===== src/rtl/id_scoreboard_if.sv =====
// id_scoreboard_if: issue/writeback bundle between id_stage, the scoreboard and wb.
//   master: decoder/pipeline side; drives instruction info, writeback info, ser_done, flush.
//   slave : scoreboard side; drives id_ready, issue_fire, stall, busy_vec, inflight, state.
interface id_scoreboard_if #(
  parameter int unsigned CNT_W = 3
) ();
  logic             id_valid;
  logic             id_ready;
  logic             rs1_r_ena;
  logic [4:0]       rs1_r_addr;
  logic             rs2_r_ena;
  logic [4:0]       rs2_r_addr;
  logic             rd_w_ena;
  logic [4:0]       rd_w_addr;
  logic             id_serial;
  logic             wb_w_ena;
  logic [4:0]       wb_w_addr;
  logic             ser_done;
  logic             flush;
  logic             issue_fire;
  logic             stall;
  logic [31:0]      busy_vec;
  logic [CNT_W-1:0] inflight;
  logic [1:0]       state;

  modport master (
    output id_valid, rs1_r_ena, rs1_r_addr, rs2_r_ena, rs2_r_addr, rd_w_ena, rd_w_addr,
           id_serial, wb_w_ena, wb_w_addr, ser_done, flush,
    input  id_ready, issue_fire, stall, busy_vec, inflight, state
  );

  modport slave (
    input  id_valid, rs1_r_ena, rs1_r_addr, rs2_r_ena, rs2_r_addr, rd_w_ena, rd_w_addr,
           id_serial, wb_w_ena, wb_w_addr, ser_done, flush,
    output id_ready, issue_fire, stall, busy_vec, inflight, state
  );
endinterface


===== src/rtl/id_scoreboard.sv =====
// id_scoreboard: issue controller between id_stage and ex_stage.
//   Tracks in-flight GPR writes in a 32-entry busy vector, stalls on RAW/WAW hazards,
//   serialises CSR/fence/system instructions behind a drained pipeline, and clears all
//   state on flush.
// Ports:
//   clk : clock
//   rst : asynchronous active-low reset
//   bus : id_scoreboard_if.slave (instruction/writeback inputs, ready/stall/status outputs)
module id_scoreboard #(
  parameter int unsigned CNT_W     = 3,
  parameter bit          WB_BYPASS = 1'b1
) (
  input logic           clk,
  input logic           rst,
  id_scoreboard_if.slave bus
);

  localparam logic [1:0] StRun    = 2'd0;
  localparam logic [1:0] StDrain  = 2'd1;
  localparam logic [1:0] StSerial = 2'd2;

  localparam logic [CNT_W-1:0] MaxCnt = {CNT_W{1'b1}};
  localparam logic [CNT_W-1:0] OneCnt = CNT_W'(1);

  logic [31:0]      busy_q, busy_d;
  logic [CNT_W-1:0] inflight_q, inflight_d;
  logic [1:0]       state_q, state_d;

  logic [31:0] wb_hit;
  logic [31:0] rel_vec;
  logic        retire;
  logic        rd_tracked;
  logic        hazard;
  logic        drain_done;
  logic        ready;
  logic        fire;
  logic        set_track;

  always_comb begin
    // With bypass, the register being written back this cycle no longer blocks readers/writers.
    wb_hit = '0;
    if (WB_BYPASS && bus.wb_w_ena) wb_hit[bus.wb_w_addr] = 1'b1;
    rel_vec = busy_q & ~wb_hit;

    retire     = bus.wb_w_ena && (bus.wb_w_addr != 5'd0) && busy_q[bus.wb_w_addr];
    rd_tracked = bus.rd_w_ena && (bus.rd_w_addr != 5'd0);

    hazard = (bus.rs1_r_ena && rel_vec[bus.rs1_r_addr])
          || (bus.rs2_r_ena && rel_vec[bus.rs2_r_addr])
          || (rd_tracked && rel_vec[bus.rd_w_addr])
          || (rd_tracked && (inflight_q == MaxCnt) && !retire);

    // Pipeline counts as drained when the last outstanding write retires this cycle.
    drain_done = (inflight_q == '0) || (WB_BYPASS && retire && (inflight_q == OneCnt));

    ready   = 1'b0;
    state_d = state_q;
    case (state_q)
      StRun: begin
        if (bus.id_serial) begin
          ready = (inflight_q == '0) && !hazard;
          if (bus.id_valid) state_d = ready ? StSerial : StDrain;
        end else begin
          ready = !hazard;
        end
      end
      StDrain: begin
        ready = drain_done && !hazard;
        if (!bus.id_valid)  state_d = StRun;
        else if (ready)     state_d = StSerial;
      end
      StSerial: begin
        if (bus.ser_done) state_d = StRun;
      end
      default: state_d = StRun;
    endcase

    if (bus.flush || !rst) ready = 1'b0;

    fire      = bus.id_valid && ready;
    set_track = fire && rd_tracked;

    // Clear first, then set, so a new writer wins over a same-cycle retire of that register.
    busy_d = busy_q;
    if (retire)    busy_d[bus.wb_w_addr] = 1'b0;
    if (set_track) busy_d[bus.rd_w_addr] = 1'b1;
    busy_d[0] = 1'b0;

    inflight_d = inflight_q;
    case ({set_track, retire})
      2'b10:   inflight_d = inflight_q + OneCnt;
      2'b01:   inflight_d = inflight_q - OneCnt;
      default: inflight_d = inflight_q;
    endcase

    if (bus.flush) begin
      busy_d     = '0;
      inflight_d = '0;
      state_d    = StRun;
    end
  end

  always_ff @(posedge clk or negedge rst) begin
    if (!rst) begin
      busy_q     <= '0;
      inflight_q <= '0;
      state_q    <= StRun;
    end else begin
      busy_q     <= busy_d;
      inflight_q <= inflight_d;
      state_q    <= state_d;
    end
  end

  assign bus.id_ready   = ready;
  assign bus.issue_fire = fire;
  assign bus.stall      = bus.id_valid && !ready && rst;
  assign bus.busy_vec   = busy_q;
  assign bus.inflight   = inflight_q;
  assign bus.state      = state_q;

endmodule


===== src/flat_wrapper.sv =====
// flat-port wrapper written by rule: the top's interface ports become plain ports
module id_scoreboard_flat 
#(
  parameter int unsigned CNT_W     = 3,
  parameter bit          WB_BYPASS = 1'b1
)
  (clk, rst, bus_id_valid, bus_rs1_r_ena, bus_rs1_r_addr, bus_rs2_r_ena, bus_rs2_r_addr, bus_rd_w_ena, bus_rd_w_addr, bus_id_serial, bus_wb_w_ena, bus_wb_w_addr, bus_ser_done, bus_flush, bus_id_ready, bus_issue_fire, bus_stall, bus_busy_vec, bus_inflight, bus_state);
  id_scoreboard_if #(.CNT_W(CNT_W)) bus_i ();
  input logic clk;
  input logic rst;
  input wire logic [$bits(bus_i.id_valid)-1:0] bus_id_valid;
  input wire logic [$bits(bus_i.rs1_r_ena)-1:0] bus_rs1_r_ena;
  input wire logic [$bits(bus_i.rs1_r_addr)-1:0] bus_rs1_r_addr;
  input wire logic [$bits(bus_i.rs2_r_ena)-1:0] bus_rs2_r_ena;
  input wire logic [$bits(bus_i.rs2_r_addr)-1:0] bus_rs2_r_addr;
  input wire logic [$bits(bus_i.rd_w_ena)-1:0] bus_rd_w_ena;
  input wire logic [$bits(bus_i.rd_w_addr)-1:0] bus_rd_w_addr;
  input wire logic [$bits(bus_i.id_serial)-1:0] bus_id_serial;
  input wire logic [$bits(bus_i.wb_w_ena)-1:0] bus_wb_w_ena;
  input wire logic [$bits(bus_i.wb_w_addr)-1:0] bus_wb_w_addr;
  input wire logic [$bits(bus_i.ser_done)-1:0] bus_ser_done;
  input wire logic [$bits(bus_i.flush)-1:0] bus_flush;
  output wire logic [$bits(bus_i.id_ready)-1:0] bus_id_ready;
  output wire logic [$bits(bus_i.issue_fire)-1:0] bus_issue_fire;
  output wire logic [$bits(bus_i.stall)-1:0] bus_stall;
  output wire logic [$bits(bus_i.busy_vec)-1:0] bus_busy_vec;
  output wire logic [$bits(bus_i.inflight)-1:0] bus_inflight;
  output wire logic [$bits(bus_i.state)-1:0] bus_state;
  assign bus_i.id_valid = bus_id_valid;
  assign bus_i.rs1_r_ena = bus_rs1_r_ena;
  assign bus_i.rs1_r_addr = bus_rs1_r_addr;
  assign bus_i.rs2_r_ena = bus_rs2_r_ena;
  assign bus_i.rs2_r_addr = bus_rs2_r_addr;
  assign bus_i.rd_w_ena = bus_rd_w_ena;
  assign bus_i.rd_w_addr = bus_rd_w_addr;
  assign bus_i.id_serial = bus_id_serial;
  assign bus_i.wb_w_ena = bus_wb_w_ena;
  assign bus_i.wb_w_addr = bus_wb_w_addr;
  assign bus_i.ser_done = bus_ser_done;
  assign bus_i.flush = bus_flush;
  assign bus_id_ready = bus_i.id_ready;
  assign bus_issue_fire = bus_i.issue_fire;
  assign bus_stall = bus_i.stall;
  assign bus_busy_vec = bus_i.busy_vec;
  assign bus_inflight = bus_i.inflight;
  assign bus_state = bus_i.state;
  id_scoreboard #(.CNT_W(CNT_W), .WB_BYPASS(WB_BYPASS)) u_core (.clk(clk), .rst(rst), .bus(bus_i));
endmodule

===== config.mk =====
export PLATFORM = sky130hd
export DESIGN_NAME = id_scoreboard_flat
export DESIGN_NICKNAME = d
export VERILOG_FILES = /design/src/rtl/id_scoreboard_if.sv /design/src/rtl/id_scoreboard.sv /design/src/flat_wrapper.sv
export SDC_FILE = /design/constraint.sdc
export NUM_CORES = 1
export LEC_CHECK = 0
export CORE_ASPECT_RATIO = 1.4
export CORE_MARGIN = 3
export CORE_UTILIZATION = 57
export CTS_CLUSTER_DIAMETER = 60
export DETAILED_ROUTE_END_ITERATION = 16
export HOLD_SLACK_MARGIN = 0.12
export PLACE_DENSITY = 0.93
export SYNTH_ARGS = -nofsm -noshare
export SYNTH_HDL_FRONTEND = slang
export SYNTH_SLANG_ARGS = --single-unit
export TNS_END_PERCENT = 10

===== constraint.sdc =====
create_clock -name clk -period 10.03 [get_ports clk]
set_clock_uncertainty 0.05 [all_clocks]
set_input_delay 1.5045 -clock clk [delete_from_list [all_inputs] [get_ports clk]]
set_output_delay 1.5045 -clock clk [all_outputs]
set_load 0.05 [all_outputs]

**After elaboration in Yosys (flattened, before gate mapping)**

Index checks and enable logic that the tools add are counted.

- Register bits: 37
- Bits of input ports: 30
- Output and inout bits: 40

- Add/subtract/negate cells: 2
- Magnitude comparators: 6
- Eq/ne operators: 10
- Multiplexer cells: 29
- Bitwise operators: 5
- Reductions and logical operators: 32

Operators with widths:

| kind | count |
|---|---|
| two-way mux 32 bit | 4 |
| bitwise AND 32 bit | 2 |
| NOT 32 bit | 2 |
| bitwise OR 32 bit | 1 |
| less-than comparator 5 x 6 -> 1 bit (second input constant) | 4 |
| binary-select mux 1 bit (select 5 bit) | 4 |
| logical AND 1 bit | 17 |
| two-way mux 2 bit | 7 |
| demux 1 bit (select 5 bit) | 2 |
| >= comparator 5 x 1 -> 1 bit (second input constant) | 2 |
| nonzero test 5 bit | 2 |
| inequality test 3 bit (second input constant) | 3 |
| two-way mux 1 bit | 8 |
| one-hot mux 2 bit (3 select lines) | 1 |
| one-hot mux 3 bit (2 select lines) | 1 |
| logical OR 1 bit | 5 |
| equality test 2 x 1 -> 1 bit (second input constant) | 2 |
| equality test 2 bit (second input constant) | 2 |
| zero test 1 bit | 4 |
| inequality test 4 x 3 -> 1 bit (second input constant) | 1 |
| AND reduction 4 bit | 1 |
| adder 3 x 1 -> 3 bit (second input constant) | 1 |
| equality test 3 x 1 -> 1 bit (second input constant) | 1 |
| equality test 3 bit (second input constant) | 1 |
| 6 further kinds | 6 |

**Longest topological paths before layout**

- Depth after elaboration: 23
- Depth in mapped cells: 14
- Depth with buffers taken out: 9

**Worst setup path before layout**

OpenSTA, ideal clock, no wires.

- Path type: input to output
- From: input bus_wb_w_addr[0]
- To: output bus_issue_fire
- Data arrival time: 5260 ps
- Path slack: 3215 ps
- Stages: 10
- Path through: buf_6 or4b_4 o21ai_4 nand3b_1 a21oi_1 or4_1 or4b_1 or4_4 nor2_1 and2_1

- Longest elaborated chain between the ends: 19
- Elaborated cells between the ends (all ways): 36

RTL lines:

| item | line | RTL |
|---|---|---|
| start: declaration | flat_wrapper.sv:20 | `input wire logic [$bits(bus_i.wb_w_addr)-1:0] bus_wb_w_addr;` |
| less-than comparator 5 x 6 -> 1 bit (implied by the code) / >= comparator 5 x 1 -> 1 bit (equally long branches) | id_scoreboard.sv:42 | `if (WB_BYPASS && bus.wb_w_ena) wb_hit[bus.wb_w_addr] = 1'b1;` |
| logical AND 1 bit (implied by the code) | id_scoreboard.sv:42 |  |
| two-way mux 1 bit (implied by the code) | id_scoreboard.sv:42 |  |
| demux 1 bit (select 5 bit) | n/a |  |
| two-way mux 32 bit | id_scoreboard.sv:42 |  |
| NOT 32 bit | id_scoreboard.sv:43 | `rel_vec = busy_q & ~wb_hit;` |
| bitwise AND 32 bit | id_scoreboard.sv:43 |  |
| binary-select mux 1 bit (select 5 bit), on equally long branches | id_scoreboard.sv:48, id_scoreboard.sv:49 |  |
| [... 4 more ...] | n/a |  |
| logical OR 1 bit | id_scoreboard.sv:51 | `\|\| (rd_tracked && (inflight_q == MaxCnt) && !retire);` |
| zero test 1 bit | id_scoreboard.sv:61, id_scoreboard.sv:64, id_scoreboard.sv:68 |  |
| logical AND 1 bit | id_scoreboard.sv:61 | `ready = (inflight_q == '0) && !hazard;` |
| two-way mux 1 bit | id_scoreboard.sv:60 | `if (bus.id_serial) begin` |
| one-hot mux 1 bit (2 select lines) (*) | id_scoreboard.sv:58 | `case (state_q)` |
| two-way mux 1 bit (*) | id_scoreboard.sv:78 | `if (bus.flush \|\| !rst) ready = 1'b0;` |
| net bus_id_ready | flat_wrapper.sv:23 | `output wire logic [$bits(bus_i.id_ready)-1:0] bus_id_ready;` |
| logical AND 1 bit (*) | id_scoreboard.sv:80 | `fire = bus.id_valid && ready;` |
| end: declaration | flat_wrapper.sv:24 | `output wire logic [$bits(bus_i.issue_fire)-1:0] bus_issue_fire;` |

The timed path passes the listed nets; every way through them passes the cells marked *. The select of a mux whose other input is x is not followed.

**Final worst setup path**

- From: input bus_wb_w_addr[1]
- To: output bus_issue_fire

- Longest elaborated chain between the ends: 19
- Elaborated cells between the ends (all ways): 36

RTL lines:

| item | line | RTL |
|---|---|---|
| less-than comparator 5 x 6 -> 1 bit (implied by the code) / >= comparator 5 x 1 -> 1 bit (equally long branches) | id_scoreboard.sv:42 |  |
| logical AND 1 bit (implied by the code) | id_scoreboard.sv:42 |  |
| two-way mux 1 bit (implied by the code) | id_scoreboard.sv:42 |  |
| demux 1 bit (select 5 bit) | n/a |  |
| two-way mux 32 bit | id_scoreboard.sv:42 |  |
| NOT 32 bit | id_scoreboard.sv:43 |  |
| bitwise AND 32 bit | id_scoreboard.sv:43 |  |
| binary-select mux 1 bit (select 5 bit), on equally long branches | id_scoreboard.sv:48, id_scoreboard.sv:49 |  |
| [... 3 more ...] | n/a |  |
| logical OR 1 bit | id_scoreboard.sv:50 | `\|\| (rd_tracked && rel_vec[bus.rd_w_addr])` |
| logical OR 1 bit | id_scoreboard.sv:51 |  |
| zero test 1 bit | id_scoreboard.sv:61, id_scoreboard.sv:64, id_scoreboard.sv:68 |  |
| logical AND 1 bit | id_scoreboard.sv:61 |  |
| two-way mux 1 bit | id_scoreboard.sv:60 |  |
| one-hot mux 1 bit (2 select lines) (*) | id_scoreboard.sv:58 |  |
| two-way mux 1 bit (*) | id_scoreboard.sv:78 |  |
| logical AND 1 bit (*) | id_scoreboard.sv:80 |  |

Mark *: on every way between the ends. The rest lies on a longest branch, timed or not. The select of a mux whose other input is x is not followed.

==> qor.csv <==
stage,metric,value,unit
route,via count,4138,
sta,Final TNS setup,0,ps
synth,Yosys cell types,73,
clocking,clk_lat worst skew,300,ps
route,WL/cell,26.4,µm
global_routing,GRT Total Usage,0.388,
finish,Final Util,0.717,
sta,Final setup viols,0,
pwr,NetSw,0.135,mW
placed_design,Post-Place Worst Slack,2010,ps
clocking,Clock Path Buffers,2,
global_routing,via count of the first global-routing pass,3947,
clocking,total CTS buffers,5,
outcome,status,finished clean,
synth,Mapped Area,0.00362,mm²
clocking,CTS resizes,0,
synth,sequential fraction of the synthesis area,0.249,
sta,final critical-path setup slack,1850,ps
die,num rows,33,
worst_setup_path,Setup CP Type,in -> out,
worst_setup_path,Crit Path Max Fanout,22,
synth,Post-Synthesis Mean Instance Area,8.58,µm²
sta,Max Fclk,0.122,GHz
sta,RSZ-0062 raised after global routing,false,
global_routing,remaining global-route overflow,0,
clocking,CTS H-tree lvls,2,
finish,layout cells sized above 1,0.0866,
synth,Async SR Flop Fraction,1.00,
worst_setup_path,startpoint class of the critical path,input pin,
worst_setup_path,CP endpoint kind,primary output,
placed_design,port bufs,68,
sta,actual slew at the worst max-slew pin,1080,ps
placed_design,Routability Congestion,1.05,
pwr,Worst VDD drop,0.0581,mV
sta,fin crit share,0.815,
clocking,# Post-CTS Setup Buffers,0,
die,io pins,70,
die,Initial Utilization,0.605,
die,Core Area,0.00599,mm²
clocking,CTS clock-pin slew for the worst setup and hold paths,70,ps
clocking,CTS tree,built,
finish,Area Overhead vs Synth,18.4,%
pwr,P_int,0.237,mW
pwr,post-layout total power,0.372,mW
finish,number of diodes,0,
die,die area,0.00736,mm²
synth,Post-Synthesis Net Count,457,
finish,Final Non-Filler Cells,532,
sta,final worst path period need,8180,ps
pwr,Clk pwr share,0.275,
worst_setup_path,"Arr. time, crit path",6620,ps
finish,fin nets,497,
pwr,PwrDens,86.6,mW/mm²
synth,count of warnings emitted by yosys,0,
route,DR vias/cell,7.78,
pwr,Leak,1.58,nW
worst_setup_path,"Data required, critical path",8480,ps
flow_run,max cap viols,0,
sta,Slew headroom,0.280,
route,final WL,14100,µm
synth,Cells after Synth,422,
route,DRC,0,
global_routing,initial antenna violation count,0,
clocking,clock root buffer,clkbuf_8,
sta,final hold violation count,0,
route,DR pass1 iterations,6,
clocking,clk sink count,36,
pwr,Gate power share,0.319,
die,Die W,73.4,µm
placed_design,Placed Cells,525,
synth,Post-synth EDFFs,0,
placed_design,hpwl dp,10200,µm
route,Detail Route Antenna Nets,0,
pwr,Sw Ratio,0.362,
synth,"Top FF cell, synth",dfrtp_1,
synth,#FFs+latches synth,36,
pwr,Reg power frac,0.407,
sta,Slew Limit Fails,0,
clocking,number of hold buffers added after CTS,0,
global_routing,first-pass GRT wire length,21700,µm
die,chip height,100,µm
route,drt first-iter violations,546,
hold_path,worst hold path class,reg -> reg,
global_routing,largest net degree at the start of global routing,44,
[routing by layer]
layer,up-vias,share of wire,GRT usage
li1,1736,-,-
met4,0,0.067,0.209
met5,-,0,0
met3,94,0.12,0.0912
met1,1956,0.36,0.489
met2,352,0.46,0.606
[registers in the layout, indices dropped and copies added, names as in the netlist]
register,count
u_core.bus.busy_vec,31
u_core.bus.inflight,3
u_core.bus.state,2
[power groups by stage]
stage,Sequential [mW],Combinational (mW),Clock (mW)
after global routing,0.151,0.125,0.106
after global placement,0.154,0.113,0
after floorplan,0.160,0.0683,0
after detailed placement,0.154,0.114,0
after CTS,0.151,0.115,0.101
final,0.151,0.118,0.102
[final timing paths]
path / depth (start not counted) / start / slack, ps / to
max in group asynchronous: 1 / rst / 8070 / u_core.bus.busy_vec[3]$_DFF_PN0_
min in group asynchronous: 1 / rst / 1290 / u_core.bus.busy_vec[27]$_DFF_PN0_
setup reg to reg: 9 / u_core.bus.busy_vec[8]$_DFF_PN0_ / 6090 / u_core.bus.busy_vec[4]$_DFF_PN0_
hold reg to reg: 2 / u_core.bus.busy_vec[6]$_DFF_PN0_ / 650 / u_core.bus.busy_vec[6]$_DFF_PN0_
setup / recovery: 11 / bus_wb_w_addr[1] / 1850 / bus_issue_fire
hold / removal: 2 / u_core.bus.busy_vec[6]$_DFF_PN0_ / 650 / u_core.bus.busy_vec[6]$_DFF_PN0_
[cells in the mapped netlist, types with 9 or more instances]
master     n  area, µm²
nand2_1   19       71.3
mux2i_1   33        330
a21oi_1    9       45.0
inv_1     12       45.0
nand3_1   13       65.1
nor2_1    28        105
nor2b_1    9       56.3
clkbuf_1  23       86.3
dfrtp_1   36        901
nand2b_1  11       68.8
nor3_1    11       55.1
o32ai_1   20        175
o21ai_0   35        175
[stage by stage]
step                instance area, µm²  hold slack (ps)
floorplan                         3620              798
global placement                  4210              616
detailed placement                4210              627
CTS                               4290              637
global route                      4290              659
finish                            4290              646
[worst max-delay path, stage by stage]
cell and delay (ps):
clkdlybuf4s50_1 1180, nand2b_1 430, o21ai_0 630, o21ai_0 160
a211oi_1 310, a311oi_1 130, or4b_1 570, or4_4 550
nor2_1 190, and2_1 160, clkdlybuf4s50_1 800
[layout by cell type, fill, tap and decap left out, types with 6 or more instances in the layout]
cell,n
o32ai_2,6
mux2i_1,33
o32ai_1,20
a21oi_1,9
a31oi_1,6
nand2b_1,11
o211ai_1,8
dfrtp_1,36
nand2_1,19
mux2_2,8
o22ai_1,7
nor2_1,28
nor2b_1,9
nor3_1,11
clkdlybuf4s50_1,67
inv_1,12
o21ai_0,35
nand3_1,13
[area by class of cell]
type,count,area [µm²]
fillers,500,1700
multi-input cells,335,2470
well taps,70,87.6
flip-flops and latches,36,901
clock inverters,1,5.00
inverters,12,45.0
clock buffers,6,72.6
repair buffers,72,706
[logic make-up after synthesis]
logic type	count (synthesis)	share of synthesized area
simple gates	140	0.226
xor+xnor	6	0.0145
compound gates	139	0.289
flops	36	0.249
mux	44	0.135
buf+inv	51	0.0684
fa+ha+maj	5	0.0173
other cells	1	0.00104
No activity file was read; power rests on OpenSTA's default activity.
